[src/rtl/mem_wb_dma_pkg.sv]
// Shared types and constants for the Wishbone block-copy DMA master.
package mem_wb_dma_pkg;

    typedef enum logic [2:0] {
        ST_IDLE  = 3'd0,
        ST_READ  = 3'd1,
        ST_RGAP  = 3'd2,
        ST_WRITE = 3'd3,
        ST_WGAP  = 3'd4,
        ST_DONE  = 3'd5
    } state_t;

    localparam logic [31:0] ADDR_STEP = 32'd4;
    localparam logic [3:0]  SEL_ALL   = 4'hF;

endpackage

[src/rtl/wb_timeout_ctr.sv]
// Counts unacknowledged strobe cycles; expired is combinational on run so the owner can abort
// in the same cycle the limit is reached. No backpressure; clear has priority over run.
module wb_timeout_ctr #(
    parameter int TIMEOUT = 255
) (
    input  logic wb_clk_i,
    input  logic wb_rst_i,
    input  logic clear,
    input  logic run,
    output logic expired
);

    localparam int CW = $clog2(TIMEOUT + 1);

    logic [CW-1:0] cnt;

    always_ff @(posedge wb_clk_i) begin
        if (wb_rst_i || clear) begin
            cnt <= '0;
        end else if (run && !expired) begin
            cnt <= cnt + CW'(1);
        end
    end

    // cnt holds the waiting cycles already spent, so the TIMEOUT-th cycle sees TIMEOUT-1.
    assign expired = run && (cnt == CW'(TIMEOUT - 1));

endmodule

[src/rtl/mem_wb_dma.sv]
// Wishbone master copying len words src->dst, one read/write pair at a time with an idle gap after each.
// Strobe held until ack (slave backpressure), bounded by TIMEOUT; start ignored while busy.
module mem_wb_dma
    import mem_wb_dma_pkg::*;
#(
    parameter int LEN_W   = 8,
    parameter int TIMEOUT = 255
) (
    input  logic             wb_clk_i,
    input  logic             wb_rst_i,
    input  logic             start_i,
    input  logic [31:0]      src_i,
    input  logic [31:0]      dst_i,
    input  logic [LEN_W-1:0] len_i,
    output logic             busy_o,
    output logic             done_o,
    output logic             err_o,
    output logic [31:0]      wbm_adr_o,
    output logic [31:0]      wbm_dat_o,
    output logic [3:0]       wbm_sel_o,
    output logic             wbm_we_o,
    output logic             wbm_cyc_o,
    output logic             wbm_stb_o,
    input  logic             wbm_ack_i,
    input  logic [31:0]      wbm_dat_i
);

    state_t           state, state_nxt;
    logic [31:0]      src_q, dst_q, dat_q;
    logic [LEN_W-1:0] rem_q;
    logic             err_q;
    logic             strobe;
    logic             expired;

    assign strobe = (state == ST_READ) || (state == ST_WRITE);

    wb_timeout_ctr #(.TIMEOUT(TIMEOUT)) u_timeout (
        .wb_clk_i (wb_clk_i),
        .wb_rst_i (wb_rst_i),
        .clear    (!strobe),
        .run      (strobe && !wbm_ack_i),
        .expired  (expired)
    );

    always_comb begin
        state_nxt = state;
        unique case (state)
            ST_IDLE:  if (start_i) state_nxt = (len_i == '0) ? ST_DONE : ST_READ;
            ST_READ:  if (wbm_ack_i) state_nxt = ST_RGAP;
                      else if (expired) state_nxt = ST_DONE;
            ST_RGAP:  state_nxt = ST_WRITE;
            ST_WRITE: if (wbm_ack_i) state_nxt = ST_WGAP;
                      else if (expired) state_nxt = ST_DONE;
            ST_WGAP:  state_nxt = (rem_q == LEN_W'(1)) ? ST_DONE : ST_READ;
            ST_DONE:  state_nxt = ST_IDLE;
            default:  state_nxt = ST_IDLE;
        endcase
    end

    always_ff @(posedge wb_clk_i) begin
        if (wb_rst_i) begin
            state <= ST_IDLE;
            src_q <= '0;
            dst_q <= '0;
            dat_q <= '0;
            rem_q <= '0;
            err_q <= 1'b0;
        end else begin
            state <= state_nxt;
            unique case (state)
                ST_IDLE: if (start_i) begin
                    err_q <= 1'b0;
                    if (len_i != '0) begin
                        src_q <= src_i & ~32'h3;
                        dst_q <= dst_i & ~32'h3;
                        rem_q <= len_i;
                    end
                end
                ST_READ: begin
                    if (wbm_ack_i) dat_q <= wbm_dat_i;
                    else if (expired) err_q <= 1'b1;
                end
                ST_WRITE: if (!wbm_ack_i && expired) err_q <= 1'b1;
                ST_WGAP: begin
                    src_q <= src_q + ADDR_STEP;
                    dst_q <= dst_q + ADDR_STEP;
                    rem_q <= rem_q - LEN_W'(1);
                end
                default: ;
            endcase
        end
    end

    // Every output decodes registered state only; ack never reaches an output combinationally.
    assign busy_o    = (state != ST_IDLE);
    assign done_o    = (state == ST_DONE);
    assign err_o     = err_q;
    assign wbm_cyc_o = strobe;
    assign wbm_stb_o = strobe;
    assign wbm_we_o  = (state == ST_WRITE);
    assign wbm_adr_o = (state == ST_WRITE) ? dst_q : src_q;
    assign wbm_dat_o = dat_q;
    assign wbm_sel_o = SEL_ALL;

endmodule

[config.mk]
export PLATFORM = sky130hd
export DESIGN_NAME = mem_wb_dma
export DESIGN_NICKNAME = d
export VERILOG_FILES = /design/src/rtl/mem_wb_dma_pkg.sv /design/src/rtl/wb_timeout_ctr.sv /design/src/rtl/mem_wb_dma.sv
export SDC_FILE = /design/constraint.sdc
export NUM_CORES = 1
export LEC_CHECK = 0
export ABC_AREA = 1
export CORE_UTILIZATION = 50
export CTS_BUF_LIST = sky130_fd_sc_hd__clkbuf_16
export DETAILED_ROUTE_END_ITERATION = 8
export GPL_ROUTABILITY_DRIVEN = 0
export MAX_ROUTING_LAYER = met4
export PLACE_DENSITY = 0.82
export SYNTH_ARGS = -nofsm -noshare
export SYNTH_HDL_FRONTEND = slang
export SYNTH_HIERARCHICAL = 1
export SYNTH_SLANG_ARGS = --single-unit
[constraint.sdc]
create_clock -name wb_clk_i -period 2.1 [get_ports wb_clk_i]
set_clock_uncertainty 0.1 [all_clocks]
set_input_delay 0.315 -clock wb_clk_i [delete_from_list [all_inputs] [get_ports wb_clk_i]]
set_output_delay 0.315 -clock wb_clk_i [all_outputs]
set_load 0.1 [all_outputs]
==> results.sh, run 1 <==
export IMPL_wire_per_inst_um=14.7
export IMPL_n_antenna_cell=0
export IMPL_slew_headroom=0.641
export IMPL_slew_viol_final=0
export IMPL_core_area_um2=13800
export IMPL_area_delta_synth_final_pct=48.8
export IMPL_final_cell_area_um2=10500
export IMPL_clock_latency_ps=370
export IMPL_fin_ws_ps=-140
export IMPL_clock_sinks=112
export IMPL_multi_input_area_um2=4740
export IMPL_period_needed_ps=2240
export IMPL_wl_mm=23.2
export IMPL_die_w_um=121
export IMPL_grt_max_degree=54
export IMPL_cap_violations=0
export IMPL_synth_ff_type="dfxtp_1"
export IMPL_status="complete, but fails checks"
export IMPL_setup_viol=25
export IMPL_synth_top_area_share=0.318
export IMPL_yosysMostFrequentCell="nand2_1"
export IMPL_max_freq_mhz=446
export IMPL_rows=43
export IMPL_synth_largest_area_cell="dfxtp_1"
export IMPL_endpoint_kind="output port"
export IMPL_cts_hold_buf=0
export IMPL_final_setup_tns_ps=-1810
export IMPL_cts_reportedPaths_clkPinSlew_ps=90
export IMPL_hold_violations=0
export IMPL_fill_cells=1055
export IMPL_cp_arrival_ps=1820
export IMPL_io_pins=182
export IMPL_cts_tree="yes"
export IMPL_critPathKind="register to output port"
export IMPL_ys_warn_count=6
export IMPL_grtUsageTotal=0.330
export IMPL_final_nets=1506
export IMPL_grt_pass1_vias=7878
export IMPL_p_leak_nw=4.23
export IMPL_rsz0062_at_grt="yes"
export IMPL_final_layout_size_suffix_gt1_frac=0.167
export IMPL_grt_overflow_total=0
export IMPL_vias=8573
export IMPL_synth_commonest_cells="349 x nand2_1, 258 x nor2_1, 118 x o21ai_0, 112 x dfxtp_1, 87 x inv_1"
export IMPL_route_detailed_drc=0
export IMPL_dpl_cell_area_um2=9760
export IMPL_dieArea_um2=14600
export IMPL_clockRootBuffer="clkbuf_16"
export IMPL_drt_initial_drc_count=881
export IMPL_ff_latch_area_um2=2250
export IMPL_p_per_area_nw_per_um2=677
export IMPL_synth_area_leaders="dfxtp_1 32%, nand2_1 19%, nor2_1 14%"
export IMPL_dp_hpwl_mm=16.4
export IMPL_drt_pass1_iter_count=5
export IMPL_synth_edf_count=0
export IMPL_netlist_area_um2=7050
export IMPL_clock_path_buffers=2
export IMPL_synthArstFlopShare=0
export IMPL_cp_max_fo=6
export IMPL_ant_nets=0
export IMPL_netlist_instances=1208
export IMPL_ys_seq_area_frac=0.318
export IMPL_worst_pin_slew_ps=538
export IMPL_vias_per_cell=5.44
export IMPL_antenna_found_initial=0
export IMPL_critPathRequiredTime_ps=1680
export IMPL_htree_levels=3
export IMPL_synth_seq_cells=112
export IMPL_grt_pass1_wl_mm=37.5
export IMPL_synth_cell_type_count=38
export IMPL_worstSetupStartpointType="register"
export IMPL_synth_area_per_cell_um2=5.84
export IMPL_failed_checks="setup timing"
export IMPL_portBuffers=171
export IMPL_hp_class="register to register"
export IMPL_min_period_over_period=1.07
export IMPL_ir_worst_vdd_mv=0.723
export IMPL_numCtsBuffers=9
export IMPL_dieHeight_um=121
export IMPL_start_util=0.510
==> cell type report <==
| type | instances | share of cell area |
|---|---|---|
| multi-input cells | 951 | 0.452 |
| repair buffers | 226 | 0.246 |
| flip-flops and latches | 112 | 0.215 |
| inverters | 92 | 0.0336 |
| clock buffers | 9 | 0.0215 |
| well taps | 180 | 0.0215 |
| clock inverters | 7 | 0.0103 |
==> critical path, stage by stage (launching register included) <==
cell	delay [ps]
dfxtp_4	370
inv_4	60
nor2_4	30
inv_2	70
nor2_4	50
buf_12	130
buf_8	130
buf_16	140
buf_6	110
o21ai_4	150
buf_12	190
==> metrics by stage <==
step                hold WS, ps  setup slack, ps  std cells   util  power, W
floorplan                   303             -372       1212      -   0.00427
global placement            335             25.6       1543  0.706   0.00510
detailed placement          349            -2.26       1543  0.706   0.00514
CTS                         362            -96.6       1576  0.753   0.00708
global route                371             -190       1577  0.758   0.00739
finish                      360             -140       1577  0.758   0.00710
==> power breakdown <==
group	internal, W	switching (W)
clock	0.000974	0.000937
combinational	0.000926	0.00171
sequential	0.00232	0.000240
==> cells by family (layout without fill, tap and decap cells) <==
| group | count (synthesis) | count (layout) | synth area share |
|---|---|---|---|
| adders and majority gates | 6 | 6 | 0.0106 |
| xor gates and xnor gates | 5 | 5 | 0.00621 |
| and+or+nand+nor | 712 | 712 | 0.409 |
| other | 2 | 6 | 0.00107 |
| AOI/OAI and AO/OA | 220 | 220 | 0.163 |
| buffers and inverters | 149 | 334 | 0.0893 |
| muxes | 2 | 2 | 0.00284 |
| DFF | 112 | 112 | 0.318 |
==> registers in the layout, summed over array words and instances, names as in the netlist <==
| register | flops |
|---|---|
| err_o | 1 |
| dst_q | 30 |
| state | 3 |
| src_q | 30 |
| rem_q | 8 |
| wbm_dat_o | 32 |
| u_timeout/cnt | 8 |
==> path summary, 6_finish.rpt <==
path / start / end / slack [ps] / depth (start not counted)
setup / recovery: state[0] / wbm_adr_o[29] / -140 / 10
hold / removal: err_o / err_o / 360 / 2
hold reg to reg: err_o / err_o / 360 / 2
setup reg to reg: state[0] / src_q[12] / 210 / 8
==> layout by cell type (no fill, tap or decap), types with 4 or more instances in the layout <==
cell / Yosys / layout
clkbuf_16: 0 / 9
inv_1: 87 / 85
o22ai_1: 4 / 4
nor2_1: 258 / 256
nor3_1: 5 / 4
buf_4: 9 / 66
o21ai_0: 118 / 95
a21oi_1: 83 / 83
nand2_2: 5 / 18
o211ai_1: 4 / 4
nor2_2: 4 / 5
conb_1: 2 / 6
dfxtp_1: 112 / 108
ha_1: 6 / 6
nand4_1: 6 / 6
buf_12: 0 / 43
buf_6: 2 / 10
or2_2: 5 / 5
nand2_1: 349 / 314
nand2_4: 2 / 15
nor2_4: 5 / 6
o21ai_4: 0 / 22
nand2_8: 0 / 9
clkdlybuf4s50_1: 0 / 103
nand3_1: 70 / 70
==> routing by layer <==
metal  track usage  vias up  wire length [um]
met5             -        -                 0
met4         0.117        0               678
met3        0.0604       64              1810
met2         0.542      399             11000
met1         0.407     3909              9650
li1              -     4201                 -
==> timing repair <==
item	CTS	global route
gates resized for setup	45	23
buffers inserted	15	2
endpoints found under the setup margin	31	33
pin swaps	3	5
gates cloned	2	0
Power figures use the tool's default switching activity.
==> run 2, diff against run 1 <==
--- a/config.mk
+++ b/config.mk
@@ -6,10 +6,10 @@
 export NUM_CORES = 1
 export LEC_CHECK = 0
 export ABC_AREA = 1
+export CAP_MARGIN = 10
 export CORE_UTILIZATION = 50
 export CTS_BUF_LIST = sky130_fd_sc_hd__clkbuf_16
 export DETAILED_ROUTE_END_ITERATION = 8
-export GPL_ROUTABILITY_DRIVEN = 0
 export MAX_ROUTING_LAYER = met4
 export PLACE_DENSITY = 0.82
 export SYNTH_ARGS = -nofsm -noshare
==> run 2 against run 1 <==
Against the previous run:
- combinational power about the same
- sequential cell count unchanged
- hold slack improved by 20 ps
- largest cell class unchanged
- sequential share of layout area decreased by 0.20 points
- critical path depth unchanged
- sequential power about the same
- the flow still finishes with violations (setup timing)
==> results.sh, run 2 (synthesis gave the netlist of run 1 again) <==
export IMPL_status="complete, but fails checks"
export IMPL_failed_checks="setup timing"
export IMPL_placed_cells=1540
export IMPL_cts_hold_buf=0
export IMPL_grtUsageTotal=0.335
export IMPL_route_detailed_drc=0
export IMPL_clkPwrFrac=0.265
export IMPL_clock_latency_ps=370
export IMPL_clock_sinks=112
export IMPL_area_delta_synth_final_pct=50.1
export IMPL_pre_cts_slack_ps=12.1
export IMPL_p_leak_nw=4.25
export IMPL_switching_power_w=0.00291
export IMPL_min_period_over_period=1.12
export IMPL_grt_max_degree=54
export IMPL_hp_class="register to register"
export IMPL_sequentialPowerShare=0.361
export IMPL_fill_cells=1015
export IMPL_wl_mm=24.2
export IMPL_htree_levels=3
export IMPL_drt_pass1_iter_count=9
export IMPL_grt_pass1_wl_mm=37.9
export IMPL_combPwrFrac=0.374
export IMPL_largest_register_ff_count=32
export IMPL_slew_headroom=0.651
export IMPL_dp_hpwl_mm=16.6
export IMPL_cap_violations=0
export IMPL_swShare=0.408
export IMPL_rsz0062_at_grt="yes"
export IMPL_final_layout_size_suffix_gt1_frac=0.171
export IMPL_core_area_um2=13800
export IMPL_clock_path_buffers=2
export IMPL_grt_pass1_vias=8077
export IMPL_place_congestion=0.953
export IMPL_clockRootBuffer="clkbuf_16"
export IMPL_worst_pin_slew_ps=524
export IMPL_instances_no_fill=1580
export IMPL_cts_tree="yes"
export IMPL_ir_worst_vdd_mv=0.658
export IMPL_p_total_w=0.00712
export IMPL_setup_viol=31
export IMPL_wire_per_inst_um=15.3
export IMPL_worstSetupStartpointType="register"
export IMPL_fin_ws_ps=-243
export IMPL_vias_per_cell=5.51
export IMPL_p_int_w=0.00421
export IMPL_layout_cells_most_common_list="309 x nand2_1, 257 x nor2_1, 107 x dfxtp_1"
export IMPL_final_nets=1509
export IMPL_cts_reportedPaths_clkPinSlew_ps=80
export IMPL_die_w_um=121
export IMPL_multi_input_area_um2=4800
export IMPL_max_freq_mhz=427
export IMPL_final_setup_tns_ps=-5620
export IMPL_drt_initial_drc_count=947
export IMPL_slew_viol_final=0
export IMPL_start_util=0.510
export IMPL_hold_slack_ps=381
export IMPL_critPathRequiredTime_ps=1680
export IMPL_hold_violations=0
export IMPL_dieHeight_um=121
export IMPL_grt_overflow_total=0
export IMPL_portBuffers=171
export IMPL_n_antenna_cell=0
export IMPL_antenna_found_initial=0
export IMPL_ant_nets=0
export IMPL_cp_max_fo=5
export IMPL_final_common_cell="nand2_1"
export IMPL_vias=8699
export IMPL_cp_arrival_ps=1930
export IMPL_dieArea_um2=14600
export IMPL_ff_latch_area_um2=2250
export IMPL_endpoint_kind="output port"
export IMPL_rows=43
export IMPL_period_needed_ps=2340
export IMPL_numCtsBuffers=9
export IMPL_p_per_area_nw_per_um2=673
export IMPL_critPathKind="register to output port"
export IMPL_io_pins=182
## run 2: cell types whose count changed in the layout (fill, tap and decap cells not counted), moves of 2 or more
cell,before,now
dfxtp_2,2,4
nand2_1,314,309
buf_4,66,70
nand2_8,9,11
nand2_4,15,19
buf_12,43,45
buf_6,10,7
## run 2: repair_timing
action                     4_1_cts  5_1_grt
setup endpoints to repair       31       37
resized for setup               54       30
gates cloned                     2        1
pin swaps                        6        4
buffers inserted                16        5
## run 2: path summary, 6_finish.rpt
check        startpoint       endpoint  slack, ps  cells past startpoint
max            state[0]  wbm_adr_o[25]       -240                     10
max reg2reg    state[0]       dst_q[9]        120                     11
min reg2reg    rem_q[5]       rem_q[5]        380                      2
min            rem_q[5]       rem_q[5]        380                      2
## run 2: routing by layer
metal / vias up / GRT usage / part of all wire
li1: 4220 / - / -
met1: 3948 / 0.405 / 0.40
met2: 452 / 0.549 / 0.48
met3: 79 / 0.0679 / 0.086
met4: 0 / 0.127 / 0.033
met5: - / - / 0
## run 2: power by group through the flow
stage	clock [W]	sequential (W)	combinational (W)
after floorplan	0	0.00285	0.00142
after global placement	0	0.00257	0.00253
after detailed placement	0	0.00257	0.00257
after CTS	0.00191	0.00254	0.00261
after global routing	0.00198	0.00259	0.00282
final	0.00189	0.00257	0.00267
## run 2: stage by stage
step	util	instance area, um^2
after CTS	0.752	10400
final	0.765	10600
after global routing	0.765	10600
after global placement	0.703	9720
after floorplan	-	7480
after detailed placement	0.703	9720
## run 2: final cells by class
class,instances,area share
Inverter,92,0.0336
Clock buffer,9,0.0213
Tap cell,180,0.0213
Clock inverter,7,0.00922
Multi-Input combinational cell,951,0.453
Sequential cell,112,0.213
Timing Repair Buffer,229,0.249
## run 2: worst max-delay path: stages, from the launching register on
cell and delay, ps:
dfxtp_2 370, inv_4 50, nor2_4 140, inv_2 90, nor2_4 170, buf_12 150, buf_16 120, buf_6 120
nand2_2 70, o21ai_4 80, buf_12 190
